File: src/rtl/reg_file_param_if.sv
// Register file port bundle: read ports, two write ports, scoreboard set.
// Master drives requests, slave (the register file) returns data and flags.
interface reg_file_param_if #(
  parameter int DATA_W = 32,
  parameter int ADDR_W = 5,
  parameter int NUM_RD = 2
);
  logic                     init_start;
  logic                     ready;
  logic [NUM_RD*ADDR_W-1:0] rd_addr;
  logic [NUM_RD*DATA_W-1:0] rd_data;
  logic [NUM_RD-1:0]        rd_busy;
  logic                     we0;
  logic [ADDR_W-1:0]        wa0;
  logic [DATA_W-1:0]        wd0;
  logic                     we1;
  logic [ADDR_W-1:0]        wa1;
  logic [DATA_W-1:0]        wd1;
  logic                     set_busy;
  logic [ADDR_W-1:0]        set_addr;

  modport master (
    output init_start, rd_addr,
    output we0, wa0, wd0,
    output we1, wa1, wd1,
    output set_busy, set_addr,
    input  ready, rd_data, rd_busy
  );

  modport slave (
    input  init_start, rd_addr,
    input  we0, wa0, wd0,
    input  we1, wa1, wd1,
    input  set_busy, set_addr,
    output ready, rd_data, rd_busy
  );
endinterface

File: src/rtl/reg_file_param.sv
// Parametrised multi-port register file with busy scoreboard,
// write-to-read bypass and a one-entry-per-cycle init engine.
module reg_file_param #(
  parameter int              DATA_W   = 32,
  parameter int              ADDR_W   = 5,
  parameter int              NUM_RD   = 2,
  parameter bit              ZERO_REG = 1'b1,
  parameter bit              BYPASS   = 1'b1,
  parameter logic [DATA_W-1:0] INIT_VAL = '0
) (
  input logic           clock,
  input logic           reset_n,
  reg_file_param_if.slave bus
);

  localparam int DEPTH = 2 ** ADDR_W;

  typedef enum logic {
    INIT,
    READY
  } state_t;

  state_t            state_q, state_d;
  logic [ADDR_W-1:0] cnt_q, cnt_d;
  logic [DEPTH-1:0]  busy_q, busy_d;
  logic [DATA_W-1:0] mem [DEPTH];

  logic rdy;
  logic w0;
  logic w1;
  logic sb;

  assign rdy       = (state_q == READY);
  assign bus.ready = rdy;

  // Filtered write/set strobes: READY only, not on a re-init edge,
  // and never targeting the hardwired zero register.
  assign w0 = rdy && !bus.init_start && bus.we0
              && !(ZERO_REG && bus.wa0 == '0);
  assign w1 = rdy && !bus.init_start && bus.we1
              && !(ZERO_REG && bus.wa1 == '0);
  assign sb = rdy && !bus.init_start && bus.set_busy
              && !(ZERO_REG && bus.set_addr == '0);

  always_ff @(posedge clock or negedge reset_n) begin
    if (!reset_n) begin
      state_q <= INIT;
      cnt_q   <= '0;
      busy_q  <= '0;
    end else begin
      state_q <= state_d;
      cnt_q   <= cnt_d;
      busy_q  <= busy_d;
    end
  end

  always_comb begin
    state_d = state_q;
    cnt_d   = cnt_q;
    unique case (state_q)
      INIT: begin
        cnt_d = cnt_q + ADDR_W'(1);
        if (cnt_q == ADDR_W'(DEPTH - 1)) begin
          state_d = READY;
        end
      end
      READY: begin
        if (bus.init_start) begin
          state_d = INIT;
          cnt_d   = '0;
        end
      end
      default: begin
        state_d = INIT;
        cnt_d   = '0;
      end
    endcase
  end

  // Set is applied last so it wins over a same-edge clear.
  always_comb begin
    busy_d = busy_q;
    if (w0) busy_d[bus.wa0] = 1'b0;
    if (w1) busy_d[bus.wa1] = 1'b0;
    if (sb) busy_d[bus.set_addr] = 1'b1;
    if (rdy && bus.init_start) busy_d = '0;
  end

  // Array has no reset so it can map onto RAM; port 1 lands last.
  always_ff @(posedge clock) begin
    if (!rdy) begin
      mem[cnt_q] <= INIT_VAL;
    end else begin
      if (w0) mem[bus.wa0] <= bus.wd0;
      if (w1) mem[bus.wa1] <= bus.wd1;
    end
  end

  logic [DATA_W-1:0] rd_d [NUM_RD];
  logic [NUM_RD-1:0] rd_b;

  for (genvar k = 0; k < NUM_RD; k++) begin : g_rd
    logic [ADDR_W-1:0] a;
    logic              h0;
    logic              h1;
    logic              hs;

    assign a  = bus.rd_addr[k*ADDR_W +: ADDR_W];
    assign h0 = BYPASS && w0 && (bus.wa0 == a);
    assign h1 = BYPASS && w1 && (bus.wa1 == a);
    assign hs = sb && (bus.set_addr == a);

    assign rd_d[k] = !rdy                     ? '0      :
                     (ZERO_REG && a == '0)    ? '0      :
                     h1                       ? bus.wd1 :
                     h0                       ? bus.wd0 :
                                                mem[a];

    assign rd_b[k] = !rdy                ? 1'b0 :
                     ((h0 || h1) && !hs) ? 1'b0 :
                                           busy_q[a];
  end

  always_comb begin
    bus.rd_data = '0;
    for (int k = 0; k < NUM_RD; k++) begin
      bus.rd_data[k*DATA_W +: DATA_W] = rd_d[k];
    end
  end

  assign bus.rd_busy = rd_b;

endmodule

File: src/flat_wrapper.sv
// flat-port wrapper written by rule: the top's interface ports become plain ports
module reg_file_param_flat 
#(
  parameter int              DATA_W   = 32,
  parameter int              ADDR_W   = 5,
  parameter int              NUM_RD   = 2,
  parameter bit              ZERO_REG = 1'b1,
  parameter bit              BYPASS   = 1'b1,
  parameter logic [DATA_W-1:0] INIT_VAL = '0
)
  (clock, reset_n, bus_init_start, bus_rd_addr, bus_we0, bus_wa0, bus_wd0, bus_we1, bus_wa1, bus_wd1, bus_set_busy, bus_set_addr, bus_ready, bus_rd_data, bus_rd_busy);
  reg_file_param_if #(.DATA_W(DATA_W), .ADDR_W(ADDR_W), .NUM_RD(NUM_RD)) bus_i ();
  input logic clock;
  input logic reset_n;
  input wire logic [$bits(bus_i.init_start)-1:0] bus_init_start;
  input wire logic [$bits(bus_i.rd_addr)-1:0] bus_rd_addr;
  input wire logic [$bits(bus_i.we0)-1:0] bus_we0;
  input wire logic [$bits(bus_i.wa0)-1:0] bus_wa0;
  input wire logic [$bits(bus_i.wd0)-1:0] bus_wd0;
  input wire logic [$bits(bus_i.we1)-1:0] bus_we1;
  input wire logic [$bits(bus_i.wa1)-1:0] bus_wa1;
  input wire logic [$bits(bus_i.wd1)-1:0] bus_wd1;
  input wire logic [$bits(bus_i.set_busy)-1:0] bus_set_busy;
  input wire logic [$bits(bus_i.set_addr)-1:0] bus_set_addr;
  output wire logic [$bits(bus_i.ready)-1:0] bus_ready;
  output wire logic [$bits(bus_i.rd_data)-1:0] bus_rd_data;
  output wire logic [$bits(bus_i.rd_busy)-1:0] bus_rd_busy;
  assign bus_i.init_start = bus_init_start;
  assign bus_i.rd_addr = bus_rd_addr;
  assign bus_i.we0 = bus_we0;
  assign bus_i.wa0 = bus_wa0;
  assign bus_i.wd0 = bus_wd0;
  assign bus_i.we1 = bus_we1;
  assign bus_i.wa1 = bus_wa1;
  assign bus_i.wd1 = bus_wd1;
  assign bus_i.set_busy = bus_set_busy;
  assign bus_i.set_addr = bus_set_addr;
  assign bus_ready = bus_i.ready;
  assign bus_rd_data = bus_i.rd_data;
  assign bus_rd_busy = bus_i.rd_busy;
  reg_file_param #(.DATA_W(DATA_W), .ADDR_W(ADDR_W), .NUM_RD(NUM_RD), .ZERO_REG(ZERO_REG), .BYPASS(BYPASS), .INIT_VAL(INIT_VAL)) u_core (.clock(clock), .reset_n(reset_n), .bus(bus_i));
endmodule
File: config.mk
export PLATFORM = sky130hd
export DESIGN_NAME = reg_file_param_flat
export DESIGN_NICKNAME = d
export VERILOG_FILES = /design/src/rtl/reg_file_param_if.sv /design/src/rtl/reg_file_param.sv /design/src/flat_wrapper.sv
export SDC_FILE = /design/constraint.sdc
export NUM_CORES = 2
export LEC_CHECK = 0
export CORE_MARGIN = 4
export CORE_UTILIZATION = 30
export CTS_CLUSTER_SIZE = 16
export DETAILED_ROUTE_END_ITERATION = 6
export GPL_ROUTABILITY_DRIVEN = 1
export SLEW_MARGIN = 20
export SYNTH_ARGS = -nofsm -noshare
export SYNTH_HDL_FRONTEND = slang
export SYNTH_SLANG_ARGS = --single-unit
File: constraint.sdc
create_clock -name clock -period 4 [get_ports clock]
set_input_delay 0.4 -clock clock [delete_from_list [all_inputs] [get_ports clock]]
set_output_delay 0.4 -clock clock [all_outputs]
set_load 0.03 [all_outputs]
==> impl_results.md <==
* Ys flop type: edfxtp_1
* Total CTS buffers at 111
* Final Hold Fails at 0
* WHS at 0.355 ns
* Global-route wire length before repair at 359 mm
* Crit path top cell by count: buf_12
* Crit path time final at 3.87 ns
* RSZ-0062 raised after global routing: false
* CTS tree: built
* Htree depth at 3
* Post-CTS sizing at 0
* Post-DP HPWL at 158 mm
* Critical Path RT at 3.60 ns
* Initial antenna violation count at 7
* Leak at 23.8 nW
* WP buf/inv at 3
* Total die area at 0.214 mm2
* Final setup viols at 0
* Vias in the first global route at 46900
* Async set-reset flop share out of synthesis at 3.58%
* Final #Nets at 5438
* Core Footprint at 0.205 mm2
* IO Pins at 162
* CP Class: reg2out
* Wire per inst at 31.5 um
* Register area share after synthesis at 51.0%
* Clock slew at reported path FFs at 0.06 ns
* Cells after Synth at 5400
* Worst Setup Start Kind: flop
* Chip height at 463 um
* ANT nets after route at 0
* Mean post-synth cell area at 11.5 um2
* Final Total Pwr at 30.7 mW
* CP max stage delay at 0.58 ns
* TritonRoute pass-1 iters at 6
* Slowest stage cell, crit path: dfrtp_1
* Achievable Freq at 258 MHz
* CP Cell Sequence: nand3b_1 -> a21o_2 -> nor4_4 -> or3_2 -> buf_12 -> o221ai_1 -> buf_4 -> buf_12
* Vias per cell at 6.12
* Root buf cell: clkbuf_16
* Initial Util at 30.2%
* Crit end category: output pin
* Number of remaining DRC errors at 0
* Yosys reg bits at 1062
* Top Family by Delay on Critical Path: simple AND/OR/NAND/NOR gates
* MaxCap Viol Count at 0
* Setup TNS at 0 ns
* DRT Wirelength at 256 mm
* Power Density at 424 mW/mm2
* Worst Tran Pin Value at 1.12 ns
* I/O Buffers at 161
* Layout cell share with drive strength beyond 1 at 23.4%
* Distinct cell type count of the synthesized netlist at 62
* Peak VDD IR at 0.393 mV
* Worst-path fanout max at 31
* Cell taking the most area after synthesis: edfxtp_1
* RD Place Congestion at 0.914
* Clk sink count at 1062
* Die width at 463 um
* Outcome: complete, no violations
* Worst hold path class: in2async
* Worst skew pair latency at 0.77 ns
* Synth warn at 0
* Largest net degree at the start of global routing at 65
* Area Growth Syn to Fin at 16.6%
* Setup Buffers After CTS at 0
* Slew Limit Fails at 0
* Longest Clk Path Bufs at 3
* Syn nets at 5497
* Synth top area cells: edfxtp_1 49%, mux4_2 18%, o21ai_0 8.1%
* Fin Clk Skew at 0.0468 ns
* DRT iter0 DRCs at 8403
* Number of synthesized flops with an enable pin at 1024
* Final cycle utilization of the critical path at 96.8%
* Overall Global Routing Usage at 23.1%
* Slew HR at 25.5%
* Filler Cells Inserted at 19600
* GRT overflow at 0
* Synth Cell Area at 0.0621 mm2
* Crit path DAT at 3.47 ns
* Yosys top cell area share at 49.5%
* Rows at 166
* Total number of vias at 49800
==> final timing paths <==
| check | start | endpoint | slack, ns | depth (start not counted) |
|---|---|---|---|---|
| max reg2reg | u_core.bus.ready$_DFF_PN0_ | u_core.mem[2][22]$_DFFE_PP_ | 0.63 | 6 |
| min reg2reg | u_core.busy_q[0]$_DFF_PN0_ | u_core.busy_q[0]$_DFF_PN0_ | 0.53 | 1 |
| min in group clock | bus_wd1[17] | u_core.mem[2][17]$_DFFE_PP_ | 0.39 | 3 |
| min | reset_n | u_core.busy_q[7]$_DFF_PN0_ | 0.36 | 2 |
| max | u_core.bus.ready$_DFF_PN0_ | bus_rd_data[31] | 0.13 | 8 |
| max in group asynchronous | reset_n | u_core.cnt_q[4]$_DFFE_PN0P_ | 3.07 | 2 |
==> final cells by class <==
type	count	area (um2)	area share, %
flip-flops and latches	1062	31700	43.7
multi-input cells	3609	28100	38.8
repair buffers	505	5580	7.71
well taps	2688	3360	4.64
clock buffers	134	2930	4.04
clock inverters	74	599	0.827
inverters	52	195	0.269
diodes	2	5.00	0.00691
==> cell usage in the layout (no fill, tap or decap), types with 86 or more instances in the layout <==
cell	netlist	final
o22ai_1	158	157
buf_12	0	122
nand2_1	1150	1146
clkbuf_16	0	113
mux2_2	102	102
buf_4	34	286
clkdlybuf4s50_1	0	86
mux4_2	498	498
edfxtp_1	1024	1024
o21ai_0	1001	986
==> sequential cells by signal, indices dropped and copies added, names as in the netlist <==
name	count
u_core.bus.ready	1
u_core.cnt_q	5
u_core.busy_q	32
u_core.mem	1024
==> per-stage QoR <==
stage,area [um2],instances,util (%),worst slack [ns]
final,72500,8126,35.3,0.129
after global routing,72500,8124,35.3,0.0274
after CTS,72500,8124,35.3,0.0845
after detailed placement,68900,7915,33.5,0.331
after global placement,68900,7913,33.5,0.323
after floorplan,62100,5400,-,-0.450
==> power by group <==
part	switching, mW	leakage, nW	internal [mW]
sequential	0.485	10.6	13.4
clock	4.73	1.70	5.66
combinational	4.18	11.4	2.29
==> cell usage after synthesis, drive strengths merged, types with 3 or more instances <==
cell type  number
mux4          498
xor2           14
nor3           50
nand3b          6
inv            52
or3b            3
nand2b          9
nand3          37
nand2        1150
mux2          102
a31oi          20
a21o            5
nor2b          43
o211ai         40
or2             3
nor3b           3
and3b           3
nor4           56
a22o            3
a21oi          32
o22ai         158
and3            8
and2            3
dfrtp          38
mux2i          39
o311ai         33
edfxtp       1024
a2bb2oi         3
buf           173
xnor2          18
nor2           55
clkbuf        504
a211oi         63
or3             4
a32o           30
a32oi           3
o21ai        1101
==> routing by layer <==
| metal | vias to the layer above | track usage, % | routed length [um] | part of all wire, % |
|---|---|---|---|---|
| li1 | 20400 | - | - | - |
| met1 | 24600 | 31.0 | 94300 | 37 |
| met2 | 4090 | 33.6 | 109000 | 42 |
| met3 | 677 | 7.75 | 38500 | 15 |
| met4 | 6 | 10.7 | 14000 | 5.5 |
| met5 | - | 0 | 447 | 0.17 |
==> timing repair <==
item / CTS / global route
hold buffers: 1 / 0
endpoints found under the setup margin: 0 / 0
endpoints found under the hold margin: 38 / 0
==> cells by family after synthesis <==
| kind of cell | share of synthesized area [%] |
|---|---|
| buffers and inverters | 4.88 |
| AOI/OAI and AO/OA | 13.5 |
| and+or+nand+nor | 9.61 |
| muxes | 20.5 |
| DFF | 51.0 |
| adders and majority gates | 0.0403 |
| xor gates and xnor gates | 0.451 |
==> worst reg2reg max path, delay by kind of cell, from the launching register on <==
family,cells,cell delay (ns)
simple gates,2,0.94
buf+inv,2,0.83
compound gates,2,0.85
flops,1,0.58
No activity file was read; power rests on OpenSTA's default activity.
